### src/rtl/ms_merge_arbiter.sv
// Round-robin front end for a shared 32-element merge engine: grants one job at a time,
// launches the engine, and returns the merged vector tagged with the owning requester.
module ms_merge_arbiter #(
  parameter int DATA_WIDTH = 8,
  parameter int NUM_REQ    = 4,
  parameter int TIMEOUT    = 40,
  parameter int ID_W       = (NUM_REQ > 1) ? $clog2(NUM_REQ) : 1
) (
  input  logic                            clk,
  input  logic                            rst_n,
  input  logic [NUM_REQ-1:0]              req_valid,
  input  logic [NUM_REQ*32*DATA_WIDTH-1:0] req_data,
  output logic [NUM_REQ-1:0]              req_ready,
  output logic                            res_valid,
  input  logic                            res_ready,
  output logic [32*DATA_WIDTH-1:0]        res_data,
  output logic [ID_W-1:0]                 res_id,
  output logic [32*DATA_WIDTH-1:0]        m_idata,
  output logic                            m_ivalid,
  input  logic [32*DATA_WIDTH-1:0]        m_odata,
  input  logic                            m_ovalid,
  output logic                            busy,
  output logic                            err_timeout
);

  localparam int JOB_W = 32 * DATA_WIDTH;
  localparam int WD_W  = $clog2(TIMEOUT);

  typedef enum logic [1:0] {S_IDLE, S_ISSUE, S_WAIT, S_HOLD} state_t;

  state_t            state_reg;
  logic [ID_W-1:0]   last_grant_reg;
  logic [ID_W-1:0]   id_reg;
  logic [WD_W-1:0]   wd_cnt_reg;
  logic [JOB_W-1:0]  job_reg;

  logic [JOB_W-1:0]  slice [NUM_REQ];
  logic [JOB_W-1:0]  sel_data;
  logic [ID_W-1:0]   winner;
  logic [ID_W-1:0]   winner_hi;
  logic [ID_W-1:0]   winner_lo;
  logic              found_hi;
  logic              any_valid;

  generate
    for (genvar gi = 0; gi < NUM_REQ; gi++) begin : g_req
      assign slice[gi]     = req_data[gi*JOB_W +: JOB_W];
      assign req_ready[gi] = (state_reg == S_IDLE) && any_valid && (winner == ID_W'(gi));
    end
  endgenerate

  assign any_valid = |req_valid;

  // Lowest valid index above last_grant wins; otherwise wrap to the lowest valid index overall.
  always_comb begin
    found_hi  = 1'b0;
    winner_hi = '0;
    winner_lo = '0;
    for (int i = NUM_REQ - 1; i >= 0; i--) begin
      if (req_valid[i]) begin
        if (i > int'(last_grant_reg)) begin
          found_hi  = 1'b1;
          winner_hi = ID_W'(i);
        end else begin
          winner_lo = ID_W'(i);
        end
      end
    end
    winner = found_hi ? winner_hi : winner_lo;
  end

  always_comb begin
    sel_data = '0;
    for (int i = 0; i < NUM_REQ; i++) begin
      if (winner == ID_W'(i)) sel_data = slice[i];
    end
  end

  assign m_idata = job_reg;
  assign busy    = (state_reg != S_IDLE);

  always_ff @(posedge clk or negedge rst_n) begin
    if (!rst_n) begin
      state_reg      <= S_IDLE;
      last_grant_reg <= ID_W'(NUM_REQ - 1);
      id_reg         <= '0;
      wd_cnt_reg     <= '0;
      job_reg        <= '0;
      res_valid      <= 1'b0;
      res_data       <= '0;
      res_id         <= '0;
      m_ivalid       <= 1'b0;
      err_timeout    <= 1'b0;
    end else begin
      m_ivalid    <= 1'b0;
      err_timeout <= 1'b0;
      case (state_reg)
        S_IDLE: begin
          if (any_valid) begin
            job_reg        <= sel_data;
            id_reg         <= winner;
            last_grant_reg <= winner;
            m_ivalid       <= 1'b1;
            state_reg      <= S_ISSUE;
          end
        end
        S_ISSUE: begin
          wd_cnt_reg <= '0;
          state_reg  <= S_WAIT;
        end
        S_WAIT: begin
          wd_cnt_reg <= wd_cnt_reg + 1'b1;
          // A completion on the final watchdog cycle still counts as success.
          if (m_ovalid) begin
            res_data  <= m_odata;
            res_id    <= id_reg;
            res_valid <= 1'b1;
            state_reg <= S_HOLD;
          end else if (wd_cnt_reg == WD_W'(TIMEOUT - 1)) begin
            err_timeout <= 1'b1;
            state_reg   <= S_IDLE;
          end
        end
        S_HOLD: begin
          if (res_ready) begin
            res_valid <= 1'b0;
            state_reg <= S_IDLE;
          end
        end
        default: state_reg <= S_IDLE;
      endcase
    end
  end

endmodule

### config.mk
export PLATFORM = sky130hd
export DESIGN_NAME = ms_merge_arbiter
export DESIGN_NICKNAME = d
export VERILOG_FILES = /design/src/rtl/ms_merge_arbiter.sv
export SDC_FILE = /design/constraint.sdc
export NUM_CORES = 1
export LEC_CHECK = 0
export CAP_MARGIN = 30
export CORE_AREA = 8 8 704 706
export CTS_CLUSTER_SIZE = 14
export DETAILED_ROUTE_END_ITERATION = 12
export DIE_AREA = 0 0 712 714
export PLACE_DENSITY_LB_ADDON = 0.3
export SYNTH_ARGS = -nofsm -noshare
export SYNTH_HDL_FRONTEND = slang
export SYNTH_SLANG_ARGS = --single-unit
### constraint.sdc
create_clock -name clk -period 5.6 [get_ports clk]
set_input_delay 1.12 -clock clk [delete_from_list [all_inputs] [get_ports clk]]
set_output_delay 1.12 -clock clk [all_outputs]
set_load 0.005 [all_outputs]
# Yosys cells after proc, flatten, opt, wreduce, memory -nomap -nowiden
# Index checks and enable logic that the tools add are counted.
# W data, S select, Z words.
[op_classes]
n_addsub = 1
muxes = 38
eq_ne = 11
magnitude_cmp = 3
reduce_logical = 15
[op_table]
columns = ["operator", "count"]
rows = [
  ["$mux W256", 4],
  ["$mux W2", 18],
  ["$mux W1", 13],
  ["$pmux W6 S2", 1],
  ["$eq A2 B2 Y1 const B", 4],
  ["$pmux W2 S4", 1],
  ["$add A6 B1 Y6 const B", 1],
  ["$eq A6 B6 Y1 const B", 1],
  ["$ne A2 B2 Y1 const B", 3],
  ["$reduce_and A3 Y1", 2],
  ["$reduce_bool A2 Y1", 3],
  ["$logic_and A1 B1 Y1", 5],
  ["$eq A2 B1 Y1 const B", 2],
  ["$gt A2 B2 Y1 const A", 2],
  ["$logic_not A2 Y1", 2],
  ["$reduce_and A2 Y1", 2],
  ["$reduce_or A4 Y1", 1],
  ["$ne A3 B3 Y1 const B", 1],
  ["$gt A1 B2 Y1 const A", 1],
  ["$pmux W1 S2", 1],
]
[totals]
regBits = 529
in_bits = 1288
wordCells = 78
output_inout_bits = 522

# Depth between registers and ports, before layout
[depth]
depth_word = 14
ltp_mapped = 10
mapped_depth_nobuf = 7

# Worst setup path after synthesis
# OpenSTA, ideal clock, no wires.
[synth_timing]
kind = "input to output"
startpoint = "input req_valid[2]"
endpoint = "output req_ready[0]"
arrival_time_ns = 2.337
path_buffers = 3
stages = 6
path_slack_ns = 2.143
required_time_ns = 4.480
cell_sequence = "nor4_1 nand2b_1 buf_2 clkbuf_1 clkbuf_1 nor3_1"
[synth_via]
elab_chain_cells = 7
elab_cells_between_ends = 15
classes_between = "mux (11); reduce/logical (4)"
[synth_rtl]
columns = ["item", "line", "text"]
rows = [
  ["start: declaration", "11", "input logic [NUM_REQ-1:0] req_valid,"],
  ["$mux W2", "60", "if (req_valid[i]) begin"],
  ["$mux W2", "61", "if (i > int'(last_grant_reg)) begin"],
  ["$mux W2 (2 in series)", "60", ""],
  ["$mux W2", "69", "winner = found_hi ? winner_hi : winner_lo;"],
  ["$logic_not A2 Y1", "48", "assign req_ready[gi] = (state_reg == S_IDLE) && any_valid && (winner == ID_W'(gi));"],
  ["$logic_and A1 B1 Y1 (*)", "48", ""],
  ["end: declaration", "13", "output logic [NUM_REQ-1:0] req_ready,"],
]
# Mark *: on every way between the ends. The rest lies on a longest branch, timed or not.

# Worst setup path in the final report
[layout_timing]
startpoint = "input req_valid[3]"
endpoint = "output req_ready[0]"
[layout_via]
elab_chain_cells = 9
elab_cells_between_ends = 21
classes_between = "mux (17); reduce/logical (4)"
[layout_rtl]
columns = ["item", "line"]
rows = [
  ["$mux W2", "60"],
  ["$mux W2", "61"],
  ["$mux W2", "60"],
  ["$mux W2", "61"],
  ["$mux W2 (2 in series)", "60"],
  ["$mux W2", "69"],
  ["$logic_not A2 Y1", "48"],
  ["$logic_and A1 B1 Y1 (*)", "48"],
]
# Marks and branches as above.

==> flow_summary.ini <==
[run_status]
outcome = finished clean

[die]
die_area_mm2 = 0.508
core_mm2 = 0.484
num_io_pins = 1810
start_util_pct = 5.53
die_x_um = 712
fp.dieH_um = 714
rows = 256

[synthesis]
synth_fp_nets = 3652
yosysWarnings = 0
synthCells = 2360
synth_edf_count = 0
ys_seq_area_share_pct = 49.5
ys_ff_latch = 529
synth.avg_cell_area_um2 = 11.3
async_reset_ff_share_pct = 100
synth_xor_area_share_pct = 0.0327
synth.area.mux_share_pct = 20.6
synth_top_family_by_area = compound AO/OA/AOI/OAI gates
synth_simple_gate_area_share_pct = 5.39
synthAdderAreaFrac_pct = 0.187
yosysUniqueCellTypes = 42
ys.flop_type = dfrtp_1
synthesis.area_mm2 = 0.0268
synth-compound-area-share_pct = 20.6

[timing]
worst-slew-pin-transition_ns = 1.10
fin_crit_ns = 5.22
timing.slew.headroom_pct = 26.6
setup_viol = 0
timing.final.crit_share_pct = 93.3
slew_violations = 0
clock_skew_ns = 0.0685
hold_viol = 0
grt_setup_unrepaired = no
fmax_mhz = 191

[drt]
viasPerCell = 2.86
wl_per_cell_um = 35.7
drtIter0Drc = 2260
drc = 0
vias = 30700
dr.pass1.iters = 5
ant_nets = 0
drt_wl_total_mm = 385

[clock_network]
cts_buffers = 90
clkLatencyLatePin_ns = 0.83
cts_hold_buf = 0
cts.path.max_buffers = 4
numClockSinks = 529
post_cts_resized = 0
cts_root_buf = clkbuf_16
cts_max_level = 3
cts_setup_buffers = 0
cts_tree = yes
clkTransAtPathRegs_ns = 0.05

[placement]
place_congestion = 0.953
placed_cell_area_mm2 = 0.0529
io_buffers = 1809
dp_hpwl_mm = 339

[layout]
syn_to_final_growth_pct = 110
drive_above_1_share_pct = 18.4
final_cell_area_mm2 = 0.0562
finalNetCount = 5412

[pwr]
p_leak_nw = 20.1
ir_drop_uv = 242
p_total_mw = 29.8
p_per_area_mw_per_mm2 = 530

[grt]
grt_usage_pct = 14.4
grt-ovfl-total = 0
grt_pass1_vias = 31300
grt_pass1_wl_mm = 460
grt_max_degree = 128
antenna_found_initial = 393

[setup_path]
crit_path_start_kind = input port
crit_type = in2out
required_ns = 4.48
worstPathMaxFanout = 7
endpoint_kind = primary output
cp_common_cell = clkdlybuf4s50_1
crit_path_top_delay_cell = clkdlybuf4s50_1
critPathMaxStageDelay_ns = 0.60
worstPathArrival_ns = 4.10
crit_chain = clkdlybuf4s50_1 > and2b_1 > o21ai_0 > o311ai_4 > nor3_1 > buf_4 > clkdlybuf4s50_1

[job]
drv_cap = 0

[worst_hold_path]
hold_path.class = in2async
## cell families (layout without fill, tap and decap cells)
kind of cell,count (synthesis),in the layout
AO/OA/AOI/OAI,795,795
flip-flops,529,529
multiplexers,442,442
AND/OR/NAND/NOR,371,371
buffers and inverters,218,2043
adder cells (fa/ha/maj),4,4
XOR/XNOR,1,1
other,0,129
## final cells by class
type                       instances  area (um2)
antenna                          129         323
tap                             6450        8070
sequential                       529       13200
inverter                          10        45.0
timing repair buffer            1876       19000
clock inverter                    34         418
multi-input combinational       1613       12600
fill                           55300      428000
clock buffer                     123        2550
## worst paths after layout
kind	start	to	slack, ns	cells after the start
min	rst_n	m_idata[125]$_DFFE_PN0P_	0.28	1
min reg2reg	id_reg[1]$_DFFE_PN0P_	id_reg[1]$_DFFE_PN0P_	0.48	2
max in group asynchronous	rst_n	m_idata[182]$_DFFE_PN0P_	3.99	3
min in group clk	id_reg[1]$_DFFE_PN0P_	id_reg[1]$_DFFE_PN0P_	0.48	2
max reg2reg	state_reg[0]$_DFFE_PN0P_	m_idata[112]$_DFFE_PN0P_	2.34	8
max	req_valid[3]	req_ready[0]	0.38	7
## critical path, delay by kind of cell
kind,cells,cell delay [ns]
compound gates,2,0.79
buf+inv,3,1.38
simple gates,2,0.79
## stage by stage
step	instances	hold WS, ns	utilization [%]	TNS, ns	worst slack, ns
after floorplan	2360	0.443	-	0	2.14
after global placement	10500	0.463	10.9	-0.188	-0.188
after detailed placement	10500	0.469	10.9	0	0.419
after CTS	10600	0.198	11.5	0	0.403
after global routing	10700	0.255	11.6	0	0.253
final	10800	0.280	11.6	0	0.376
## cells in the mapped netlist (2+ instances only)
library cell	number	area share (%)
o22a_1	73	2.4
nor2b_1	2	0.047
mux2_2	301	13
nand2b_1	4	0.093
dfstp_2	2	0.20
buf_1	16	0.22
o21ai_1	145	2.7
buf_2	42	0.79
a31oi_1	2	0.047
a21oi_1	79	1.5
o22ai_2	100	4.7
o22ai_1	84	2.0
o21ai_0	230	4.3
o311a_1	2	0.075
nand2_1	337	4.7
mux2_4	140	7.9
ha_1	4	0.19
buf_6	18	0.76
or2_2	2	0.047
a221o_1	73	2.7
nand3_1	3	0.056
nand4_1	2	0.047
clkbuf_1	132	1.9
nor2_1	13	0.18
nor3_1	2	0.037
inv_1	10	0.14
dfrtp_1	527	49
## power breakdown
| part | total (mW) | internal, mW | switching, mW |
|---|---|---|---|
| combinational | 16.8 | 7.40 | 9.38 |
| clock | 5.96 | 3.50 | 2.45 |
| sequential | 7.06 | 5.82 | 1.24 |
## layer usage
layer | GRT usage (%) | wire, um
met1 | 15.3 | 140000
met2 | 24.5 | 183000
met3 | 7.95 | 46700
met4 | 4.36 | 14000
met5 | 0 | 1170
## placed cells by master, fill, tap and decap left out, types with 3 or more instances in the layout
| cell | Yosys | final |
|---|---|---|
| o22ai_1 | 84 | 84 |
| nand2b_1 | 4 | 3 |
| o22a_1 | 73 | 73 |
| o22ai_2 | 100 | 100 |
| mux2_4 | 140 | 140 |
| ha_1 | 4 | 4 |
| o21ai_1 | 145 | 144 |
| inv_6 | 0 | 5 |
| bufinv_16 | 0 | 7 |
| clkbuf_1 | 132 | 16 |
| buf_4 | 0 | 39 |
| clkinv_4 | 0 | 5 |
| buf_12 | 0 | 27 |
| clkdlybuf4s50_1 | 0 | 1805 |
| clkbuf_8 | 0 | 17 |
| nand2_1 | 337 | 335 |
| a21oi_1 | 79 | 79 |
| nor2_1 | 13 | 13 |
| o21ai_0 | 230 | 230 |
| diode_2 | 0 | 129 |
| nand3_1 | 3 | 3 |
| a221o_1 | 73 | 73 |
| clkbuf_16 | 0 | 90 |
| clkinv_2 | 0 | 13 |
| mux2_2 | 301 | 301 |
| inv_1 | 10 | 9 |
| dfrtp_1 | 527 | 527 |
Power figures use the tool's default switching activity.
